`src/rtl/relay_sequencer.sv`:
```
// Relay coil sequencer: full-drive pull-in, PWM hold, enforced off time,
// and a fault counter that locks the relay out after repeated fault openings.
module relay_sequencer #(
    parameter int PULL_CYCLES    = 20000,
    parameter int HOLD_PERIOD    = 16,
    parameter int HOLD_ON        = 8,
    parameter int MIN_OFF_CYCLES = 2000,
    parameter int MAX_RETRIES    = 4,
    parameter int GOOD_CYCLES    = 200000
) (
    input  logic       clk,
    input  logic       rst,
    input  logic       relay_req,
    input  logic       fault,
    input  logic       clear_lockout,
    output logic       coil_drive,
    output logic       relay_closed,
    output logic       lockout,
    output logic [3:0] fault_count
);

    localparam int PW = (PULL_CYCLES    > 1) ? $clog2(PULL_CYCLES)    : 1;
    localparam int HW = (HOLD_PERIOD    > 1) ? $clog2(HOLD_PERIOD)    : 1;
    localparam int OW = (MIN_OFF_CYCLES > 1) ? $clog2(MIN_OFF_CYCLES) : 1;
    localparam int GW = (GOOD_CYCLES    > 1) ? $clog2(GOOD_CYCLES)    : 1;

    localparam logic [PW-1:0] PULL_LAST = PW'(PULL_CYCLES - 1);
    localparam logic [HW-1:0] HOLD_LAST = HW'(HOLD_PERIOD - 1);
    localparam logic [HW:0]   HOLD_ON_V = (HW + 1)'(HOLD_ON);
    localparam logic [OW-1:0] OFF_LAST  = OW'(MIN_OFF_CYCLES - 1);
    localparam logic [GW-1:0] GOOD_LAST = GW'(GOOD_CYCLES - 1);
    localparam logic [4:0]    RETRY_LIM = 5'(MAX_RETRIES);

    typedef enum logic [2:0] {
        ST_OPEN,
        ST_PULL,
        ST_HOLD,
        ST_OFF_WAIT,
        ST_LOCKOUT
    } state_t;

    state_t        state, state_next;
    logic [PW-1:0] pull_cnt;
    logic [HW-1:0] phase, phase_next;
    logic [OW-1:0] off_cnt;
    logic [GW-1:0] good_cnt;
    logic          good_done;
    logic          coil_next, closed_next, lockout_next;
    logic          energized, exit_now, exit_fault, good_hit, lock_clear;

    function automatic logic [3:0] sat_inc(input logic [3:0] v);
        return (v == 4'd15) ? v : v + 4'd1;
    endfunction

    assign energized  = (state == ST_PULL) || (state == ST_HOLD);
    assign exit_now   = energized && (fault || !relay_req);
    assign exit_fault = energized && fault;
    assign good_hit   = (state == ST_HOLD) && (state_next == ST_HOLD) &&
                        !good_done && (good_cnt == GOOD_LAST);
    assign lock_clear = (state == ST_LOCKOUT) && (state_next == ST_OPEN);

    always_ff @(posedge clk or posedge rst) begin
        if (rst) state <= ST_OPEN;
        else     state <= state_next;
    end

    always_comb begin
        state_next = state;
        case (state)
            ST_OPEN:     if (relay_req && !fault) state_next = ST_PULL;
            ST_PULL:     if (exit_now) state_next = ST_OFF_WAIT;
                         else if (pull_cnt == PULL_LAST) state_next = ST_HOLD;
            ST_HOLD:     if (exit_now) state_next = ST_OFF_WAIT;
            ST_OFF_WAIT: if (off_cnt == OFF_LAST)
                             state_next = ({1'b0, fault_count} >= RETRY_LIM) ? ST_LOCKOUT : ST_OPEN;
            ST_LOCKOUT:  if (clear_lockout && !fault) state_next = ST_OPEN;
            default:     state_next = ST_OPEN;
        endcase
    end

    // Outputs are registered from the next state, so they line up with the state they describe.
    always_comb begin
        phase_next = '0;
        if (state_next == ST_HOLD && state == ST_HOLD)
            phase_next = (phase == HOLD_LAST) ? '0 : phase + HW'(1);
        coil_next    = (state_next == ST_PULL) ||
                       ((state_next == ST_HOLD) && ({1'b0, phase_next} < HOLD_ON_V));
        closed_next  = (state_next == ST_HOLD);
        lockout_next = (state_next == ST_LOCKOUT);
    end

    always_ff @(posedge clk or posedge rst) begin
        if (rst) begin
            pull_cnt     <= '0;
            phase        <= '0;
            off_cnt      <= '0;
            good_cnt     <= '0;
            good_done    <= 1'b0;
            fault_count  <= 4'd0;
            coil_drive   <= 1'b0;
            relay_closed <= 1'b0;
            lockout      <= 1'b0;
        end else begin
            pull_cnt <= (state == ST_PULL && state_next == ST_PULL) ? pull_cnt + PW'(1) : '0;
            phase    <= phase_next;
            off_cnt  <= (state == ST_OFF_WAIT && state_next == ST_OFF_WAIT) ? off_cnt + OW'(1) : '0;

            // The good counter stops once it fires so the clear happens once per HOLD entry.
            if (state == ST_HOLD && state_next == ST_HOLD) begin
                if (!good_done) begin
                    if (good_cnt == GOOD_LAST) good_done <= 1'b1;
                    else                       good_cnt  <= good_cnt + GW'(1);
                end
            end else begin
                good_cnt  <= '0;
                good_done <= 1'b0;
            end

            if (exit_fault)                 fault_count <= sat_inc(fault_count);
            else if (good_hit || lock_clear) fault_count <= 4'd0;

            coil_drive   <= coil_next;
            relay_closed <= closed_next;
            lockout      <= lockout_next;
        end
    end

endmodule

```
`config.mk`:
```
export PLATFORM = sky130hd
export DESIGN_NAME = relay_sequencer
export DESIGN_NICKNAME = d
export VERILOG_FILES = /design/src/rtl/relay_sequencer.sv
export SDC_FILE = /design/constraint.sdc
export NUM_CORES = 1
export LEC_CHECK = 0
export CAP_MARGIN = 20
export CORE_ASPECT_RATIO = 0.6
export CORE_MARGIN = 2
export CORE_UTILIZATION = 65
export DETAILED_ROUTE_END_ITERATION = 7
export PLACE_DENSITY = 0.9
export RECOVER_POWER = 25
export SLEW_MARGIN = 20
export SYNTH_ARGS = -nofsm -noshare
export SYNTH_HDL_FRONTEND = slang
export SYNTH_SLANG_ARGS = --single-unit
export TNS_END_PERCENT = 1
```
`constraint.sdc`:
```
create_clock -name clk -period 4.4 [get_ports clk]
set_input_delay 0.66 -clock clk [delete_from_list [all_inputs] [get_ports clk]]
set_output_delay 0.66 -clock clk [all_outputs]
set_load 0.03 [all_outputs]
```
### Yosys cells after proc, flatten, opt, wreduce, memory -nomap -nowiden

Index checks and enable logic that the tools add are counted.

| cells by class | value |
|---|---|
| add/subtract/negate cells | 5 |
| $mul | 0 |
| divide/modulo/power cells | 0 |
| order comparisons | 2 |
| equal/unequal tests | 16 |
| shift-type cells | 0 |
| muxes and demuxes | 21 |
| bitwise logic cells | 0 |
| reductions and logical operators | 23 |

Operator list:

| kind | number |
|---|---|
| 18-bit 2-to-1 mux | 3 |
| 3-bit 2-to-1 mux | 7 |
| 4-bit 2-to-1 mux | 5 |
| 18-bit by 1-bit adder with 18-bit output (second input constant) | 1 |
| 18-bit equality test (second input constant) | 1 |
| 15-bit by 1-bit adder with 15-bit output (second input constant) | 1 |
| 15-bit equality test (second input constant) | 1 |
| 15-bit 2-to-1 mux | 1 |
| 3-bit case mux with 5 select lines | 1 |
| 3-bit by 2-bit equality test with 1-bit output (second input constant) | 4 |
| 11-bit by 1-bit adder with 11-bit output (second input constant) | 1 |
| 11-bit equality test (second input constant) | 1 |
| 1-bit logical AND | 11 |
| 11-bit 2-to-1 mux | 1 |
| 4-bit by 1-bit adder with 4-bit output (second input constant) | 2 |
| 4-bit equality test (second input constant) | 2 |
| 3-bit by 1-bit equality test with 1-bit output (second input constant) | 2 |
| 3-bit equality test (second input constant) | 2 |
| 3-bit zero test | 2 |
| 2-bit inequality test (second input constant) | 3 |
| 4-bit by 3-bit >= comparator with 1-bit output (second input constant) | 1 |
| 1-bit logical OR | 4 |
| 4-bit less-than comparator (second input constant) | 1 |
| 2-bit AND reduction | 2 |
| other kinds (3) | 7 |

| storage, ports and cells | value |
|---|---|
| bits in registers | 59 |
| bits in latches | 0 |
| memory bits (writable) | 0 |
| bits in read-only memories | 0 |
| input bits | 5 |
| output and inout bits | 7 |
| logic and storage cells | 77 |
| memories kept | 0 |

### Depth between registers and ports, before layout

Gate-level depths: netlist of the first run.

| logic depth | value |
|---|---|
| word-level depth | 12 |
| gate-level depth with buffers | 7 |
| gate-level depth less buffers | 6 |

### Least setup slack after synthesis of the first run

Ideal clock, no wire load.

| timing path | value |
|---|---|
| path kind | input to register |
| start | in fault |
| end | reg fault_count[0] |
| setup time | 0.125 ns |
| data arrival time | 1.888 ns |
| required time | 4.275 ns |
| slack | 2.387 ns |
| stages on the path | 5 |
| buffers on the path | 1 |
| path through | nand2b_4 -> buf_6 -> or4_4 -> o31a_1 -> mux2_4 |

| between the ends | value |
|---|---|
| longest elaborated chain between the ends | 11 |
| elaborated cells between the ends (all ways) | 22 |
| those cells by class | eq/ne (2); mux (6); reduce/logical (14) |

RTL lines:

| item | line | source |
|---|---|---|
| start, declared | 14 | `input logic fault,` |
| 1-bit zero test or 1-bit logical OR (tied branches) | 70, 76, 56 |  |
| 1-bit logical AND (on tied branches) | 76, 56, 70 |  |
| 3-bit 2-to-1 mux (on tied branches) | -- |  |
| 3-bit case mux with 5 select lines | 69 | `case (state)` |
| 3-bit by 2-bit equality test with 1-bit output | 58 | `assign good_hit = (state == ST_HOLD) && (state_next == ST_HOLD) &&` |
| 1-bit logical AND (2 in series) | 58 |  |
| 1-bit logical AND | 59 | `!good_done && (good_cnt == GOOD_LAST);` |
| 1-bit logical OR | 120 | `else if (good_hit \|\| lock_clear) fault_count <= 4'd0;` |
| 2-bit nonzero test (no source line) | -- |  |
| 2-bit AND reduction (no source line) | -- |  |
| end signal, assigned | 119 | `if (exit_fault) fault_count <= sat_inc(fault_count);` |
| end, declared | 19 | `output logic [3:0] fault_count` |

Parallel ways exist; a longest one is shown, timed or not.
A chain may end at the register's enable or synchronous reset.

### Worst setup path in the final report of the first run

| timing path | value |
|---|---|
| start | in fault |
| end | reg good_cnt[14] |

| between the ends | value |
|---|---|
| longest elaborated chain between the ends | 8 |
| elaborated cells between the ends (all ways) | 16 |
| those cells by class | eq/ne (3); mux (6); reduce/logical (7) |

RTL lines:

| item | line | source |
|---|---|---|
| 1-bit zero test or 1-bit logical OR (tied branches) | 70, 76, 56 |  |
| 1-bit logical AND (on tied branches) | 76, 56, 70 |  |
| 3-bit 2-to-1 mux (on tied branches) | -- |  |
| 3-bit case mux with 5 select lines (*) | 69 |  |
| 3-bit by 2-bit equality test with 1-bit output (*) | 109 | `if (state == ST_HOLD && state_next == ST_HOLD) begin` |
| 1-bit logical AND (*) | 109 |  |
| 2-bit inequality test (no source line) | -- |  |
| 2-bit AND reduction (no source line) | -- |  |
| end signal, assigned | 112 | `else good_cnt <= good_cnt + GW'(1);` |
| end, declared | 46 | `logic [GW-1:0] good_cnt;` |

Every way passes the cells marked *; elsewhere a longest branch is shown, timed or not.

==> results of run 1 <==
worst max-delay path, delay by kind of cell:
| kind | cells | cell delay [ns] |
|---|---|---|
| and+or+nand+nor | 4 | 1.58 |
| buffers and inverters | 1 | 0.49 |
cell type report:
| type | count | area [um2] |
|---|---|---|
| sequential | 59 | 1480 |
| multi-input combinational | 221 | 1400 |
| fill | 293 | 910 |
| inverter | 7 | 26.3 |
| clock buffer | 11 | 151 |
| clock inverter | 5 | 75.1 |
| tap | 60 | 75.1 |
| timing repair buffer | 12 | 118 |
cell families (layout without fill, tap and decap cells):
group                      count (synthesis)  after routing  synth area share
buffers and inverters                     15             35            0.0233
xor gates and xnor gates                  34             34             0.101
and+or+nand+nor                          145            145             0.261
AOI/OAI and AO/OA                         35             35            0.0836
DFF                                       59             59             0.501
muxes                                      2              2           0.00849
adders and majority gates                  5              5            0.0212
where the power goes:
part	switching (mW)	internal [mW]	total (mW)
Clock	0.211	0.346	0.557
Sequential	0.0495	0.587	0.636
Combinational	0.121	0.0991	0.220
placed cells by master, fill, tap and decap left out, types with 3 or more instances in the layout:
master and instances:
a21oi_1 10, a31oi_1 3, and2_1 3, and3_1 12, and4_1 3, and4bb_2 3, clkbuf_8 11, clkdlybuf4s50_1 10
clkinv_2 3, dfrtp_1 59, ha_1 5, inv_1 7, nand2_1 19, nand2b_1 3, nand3_1 19, nand4_1 8
nor2_1 47, nor3_1 8, o21ai_0 6, o31ai_1 3, or3_1 9, xnor2_1 13, xor2_1 21
worst paths after layout:
kind,start,end,depth (start not counted)
min in group asynchronous,rst,pull_cnt[12],2
min,off_cnt[0],off_cnt[0],1
max in group asynchronous,rst,good_cnt[16],3
max,fault,good_cnt[14],5
min reg2reg,off_cnt[0],off_cnt[0],1
max reg2reg,state[2],good_cnt[14],4
metrics by stage:
step                      hold slack, ns  worst slack, ns  std cells
after floorplan                    0.425             2.28        295
after global placement             0.449             1.67        359
after detailed placement           0.458             1.63        359
after CTS                          0.466             1.99        375
after global routing               0.478             1.89        375
final                              0.467             1.95        375
routing by layer:
metal  global-route usage  part of all wire  up-vias
li1                     -                 -     1067
met5                    0                 0        -
met1                0.373              0.48     1107
met2                0.395              0.44       89
met4               0.0844             0.015        0
met3               0.0894             0.070       15
registers in the layout, summed over array words and instances, names as in the netlist:
name          flops
good_cnt         18
pull_cnt         15
off_cnt          11
fault_count       4
phase             4
state             3
coil_drive        1
good_done         1
lockout           1
relay_closed      1
==> impl_summary.log, run 1 <==
[metrics] relative slew slack: 0.207
[metrics] wire length per cell after detailed routing: 16.3 um
[metrics] Starting Density: 0.696
[metrics] Top-Level Pins: 12
[metrics] count of endpoints failing setup in the final report: 0
[metrics] R2R setup slack: 2.18 ns
[metrics] maximum number of pins on one net before global-route repair: 33
[metrics] transition time at the pin with the least slew margin: 1.19 ns
[metrics] PortBufs: 11
[metrics] power density normalized to cell area: about 430 nW/um2
[metrics] post-synthesis cell count: 295
[metrics] first-pass detailed-route iteration total: 6
[metrics] clock tree from TritonCTS: built
[metrics] result of the run: finished, final reports clean
[metrics] number of distinct library cells after synthesis: 47
[metrics] std cell rows: 18
[metrics] maximum achievable frequency: 408 MHz
[metrics] CP max-delay cell: or3_1
[metrics] standard cell area after detailed placement: 3100 um2
[metrics] WS Path Type: input pin to flop
[metrics] cts bufs inserted: 9
[metrics] Net Count, Synth: between 300 and 400
[metrics] sum of internal, switching and leakage power: between 1 and 1.5 mW
[metrics] cts repair resizes: 0
[metrics] register area share after synthesis: 0.501
[metrics] routed via count: 2278
[metrics] Ys Warns: 0
[metrics] ordered cell list for the critical path: clkdlybuf4s50_1 -> nand2b_4 -> or3_1 -> or4_1 -> nand2_1
[metrics] synthesized cell area: around 2900 um2
[metrics] RSZ-0062 raised after global routing: no
[metrics] post-synthesis average cell area: between 9 and 10 um2
[metrics] number of nets in the finished design: 320
[metrics] cell types occupying the most area after synthesis: dfrtp_1, xor2_1, nor2_1, xnor2_1, nand3_1
[metrics] proportion of layout cells with a drive suffix above 1: 0.0889
[metrics] data arrival time of the critical path: 2.74 ns
[metrics] H-tree lvl count: 3
[metrics] max-cap violations: 0
[metrics] startpoint types: input pin
[metrics] count of unresolved DRC violations after routing: 0
[metrics] clock buffer depth: 2
[metrics] worst-case vdd ir drop: approximately 340 uV
[metrics] final hold vios: 0
[metrics] highest net fanout along the worst path: 22
[metrics] number of global-route vias before repair: 2183
[metrics] flip-flop and latch count after synthesis: 59
[metrics] hold buffer count at cts: 0
[metrics] WP data required: between 4 and 5 ns
[metrics] vias per inst: 6.07
[metrics] slowest stage delay, CP: between 0.6 and 0.7 ns
[metrics] Worst Hold Class: flop to flop
[metrics] utilization after layout: 0.785
[metrics] fin crit share: 0.558
[metrics] layout overhead on the synthesized area: 12.8%
[metrics] clock tree root buffer cell: clkbuf_8
[metrics] Die Span Y: 56.2 um
[metrics] post-synth top area share: 0.501
[metrics] area inside the core boundary: between 4000 and 5000 um2
[metrics] area enclosed by the die boundary: 5110 um2
[metrics] sum of routed wire length over all layers: 6120 um
[metrics] final slew viol count: 0
[metrics] number of synthesized flops with an enable pin: 0
[metrics] remaining global-route overflow: 0
[metrics] antenna viol nets, final: 0
[metrics] clock edge transition at the registers on the reported setup and hold paths: 0.07 ns
[metrics] number of design-rule violations left by the first detailed-router iteration: 210
[metrics] cell type contributing the most total cell area after synthesis: dfrtp_1
[metrics] Clock Skews: 0.00676 ns
[metrics] cell with the most instances after synthesis: dfrtp_1
[metrics] CTS sink count: 59
[metrics] share of synthesized registers carrying an async set or reset: 1.00
[metrics] CP Capture Type: flop
[metrics] finished layout cell area: approximately 3300 um2
[metrics] worst-skew pair later-pin latency: 0.35 ns
[metrics] most used flip-flop cell after synthesis: dfrtp_1
[metrics] top cells by instance count after synthesis: dfrtp_1, nor2_1, xor2_1
[metrics] Die Width: between 90 and 100 um
[metrics] antenna violations before repair: 0
[metrics] GP Congestion: 0.865
[metrics] # Post-CTS Setup Buffers: 0
[metrics] clock period minus final worst setup slack: 2.45 ns
[metrics] global-route usage over all layers: 0.266
[metrics] final setup TNS: 0 ns
[metrics] leakage dissipation: 1.47 nW
[metrics] detailed placer's ending HPWL: roughly 4200 um
[metrics] global-route wire length before repair: 10500 um
[metrics] total inserted antenna cells: 0
No activity file was read; power rests on OpenSTA's default activity.
==> inputs of run 2 (changes only) <==
- CORE_UTILIZATION: 65 -> 60
- PLACE_DENSITY: 0.9 -> 0.85
- clock period: 4.4 -> 2.5 ns (I/O delays scaled with it)
==> run 2 against run 1 <==
Compared with the run above: global-route usage down 0.078 points; total power rose by 69%; sequential share of layout area is 0.20 points lower; critical endpoint is now fault_count[0]; highest routed layer unchanged.
==> impl_summary.log, run 2 (same netlist as run 1, synthesis figures left out) <==
[metrics] standard cell area after detailed placement: 3140 um2
[metrics] leakage dissipation: about 1.5 nW
[metrics] Die Width: 94.5 um
[metrics] remaining global-route overflow: 0
[metrics] global-route usage over all layers: 0.265
[metrics] cts bufs inserted: 9
[metrics] routed via count: 2274
[metrics] WP data required: 2.74 ns
[metrics] most frequent standard cell in the layout excluding fill and tap cells: dfrtp_1
[metrics] number of nets in the finished design: 323
[metrics] most used cells in the layout excluding fill and tap cells: dfrtp_1, nor2_1, xor2_1, nand2_1, nand3_1
[metrics] detailed placer's ending HPWL: 4420 um
[metrics] clock buffer depth: 2
[metrics] sum of internal, switching and leakage power: 2.40 mW
[metrics] Worst Hold Class: flop to flop
[metrics] flip-flop count of the largest register, all copies and words added: 18
[metrics] final hold vios: 0
[metrics] wire length per cell after detailed routing: between 15 and 20 um
[metrics] fin crit share: 0.814
[metrics] sum of routed wire length over all layers: 6470 um
[metrics] layout overhead on the synthesized area: 13.3%
[metrics] area inside the core boundary: 4660 um2
[metrics] transition time at the pin with the least slew margin: 0.870 ns
[metrics] count of unresolved DRC violations after routing: 0
[metrics] worst-case vdd ir drop: 372 uV
[metrics] PnR worst setup slack: roughly 0.46 ns
[metrics] count of endpoints failing setup in the final report: 0
[metrics] area enclosed by the die boundary: 5510 um2
[metrics] power density normalized to cell area: about 700 nW/um2
[metrics] WS Path Type: flop to flop
[metrics] Layout Cells excl Fill: 381
[metrics] clock edge transition at the registers on the reported setup and hold paths: 0.07 ns
[metrics] final hold slack: 0.457 ns
[metrics] Die Span Y: 58.3 um
[metrics] number of design-rule violations left by the first detailed-router iteration: 150
[metrics] Clock Skews: approximately 0.015 ns
[metrics] maximum achievable frequency: 491 MHz
[metrics] Starting Density: 0.633
[metrics] clock tree from TritonCTS: built
[metrics] first-pass detailed-route iteration total: 4
[metrics] worst flop-to-flop path startpoint: fault_count[0]
[metrics] max-cap violations: 0
[metrics] antenna viol nets, final: 0
[metrics] # placed instances: 365
[metrics] number of global-route vias before repair: 2209
[metrics] clock tree root buffer cell: clkbuf_8
[metrics] H-tree lvl count: 3
[metrics] CP Capture Type: flop
[metrics] worst hold path startpoint: off_cnt[0]
[metrics] clock period minus final worst setup slack: 2.04 ns
[metrics] GP Congestion: 0.905
[metrics] # Post-CTS Setup Buffers: 0
[metrics] highest net fanout along the worst path: 4
[metrics] register name with the most flops: good_cnt
[metrics] cts repair resizes: 0
[metrics] relative slew slack: 0.420
[metrics] global-route wire length before repair: 10800 um
[metrics] CTS sink count: 59
[metrics] biggest regs: good_cnt x18, pull_cnt x15, off_cnt x11
[metrics] hold buffer count at cts: 0
[metrics] worst-skew pair later-pin latency: ~0.36 ns
[metrics] RSZ-0062 raised after global routing: no
[metrics] utilization after layout: 0.717
[metrics] final slew viol count: 0
[metrics] finished layout cell area: between 3000 and 4000 um2
[metrics] Setup crit start: fault_count[0]
[metrics] total inserted antenna cells: 0
[metrics] maximum number of pins on one net before global-route repair: 39
[metrics] PortBufs: 11
[metrics] data arrival time of the critical path: 2.27 ns
[metrics] startpoint types: flop
[metrics] vias per inst: 5.97
[metrics] dpl ws: 0.258 ns
[metrics] std cell rows: 19
[metrics] antenna violations before repair: 0
[metrics] proportion of layout cells with a drive suffix above 1: 0.0975
[metrics] final setup TNS: 0 ns
[metrics] Top-Level Pins: 12
[metrics] result of the run: finished, final reports clean
==> run 2: path summary, 6_finish.rpt <==
check	slack, ns	endpoint	depth (start not counted)
min in group asynchronous	0.65	good_cnt[8]	2
hold reg to reg	0.46	off_cnt[0]	1
setup / recovery	0.46	fault_count[0]	6
max in group asynchronous	1.17	off_cnt[5]	3
setup reg to reg	0.46	fault_count[0]	6
hold / removal	0.46	off_cnt[0]	1
==> run 2: area by class of cell <==
cell class	count	area [um2]
sequential	59	1480
multi-input combinational	221	1400
fill	341	1320
timing repair buffer	15	153
clock buffer	10	138
tap	63	78.8
clock inverter	6	65.1
inverter	7	26.3
==> run 2: metal layers <==
metal | global-route usage | vias to the layer above | wire, um
li1 | - | 1074 | -
met1 | 0.380 | 1129 | 3130
met2 | 0.392 | 65 | 2940
met3 | 0.0883 | 6 | 359
met4 | 0.0807 | 0 | 48
met5 | 0 | - | 0
==> run 2: power breakdown <==
part | internal (mW) | total [mW] | switching [mW]
sequential | 1.03 | 1.12 | 0.0916
clock | 0.486 | 0.878 | 0.392
combinational | 0.177 | 0.394 | 0.217
total | 1.69 | 2.40 | 0.701
==> run 2: critical path: stages (launching register included) <==
cell and delay, ns:
dfrtp_1 0.44, ha_1 0.26, and3_1 0.22, a2111oi_4 0.43, a31oi_1 0.12, o31a_1 0.18, mux2_4 0.28
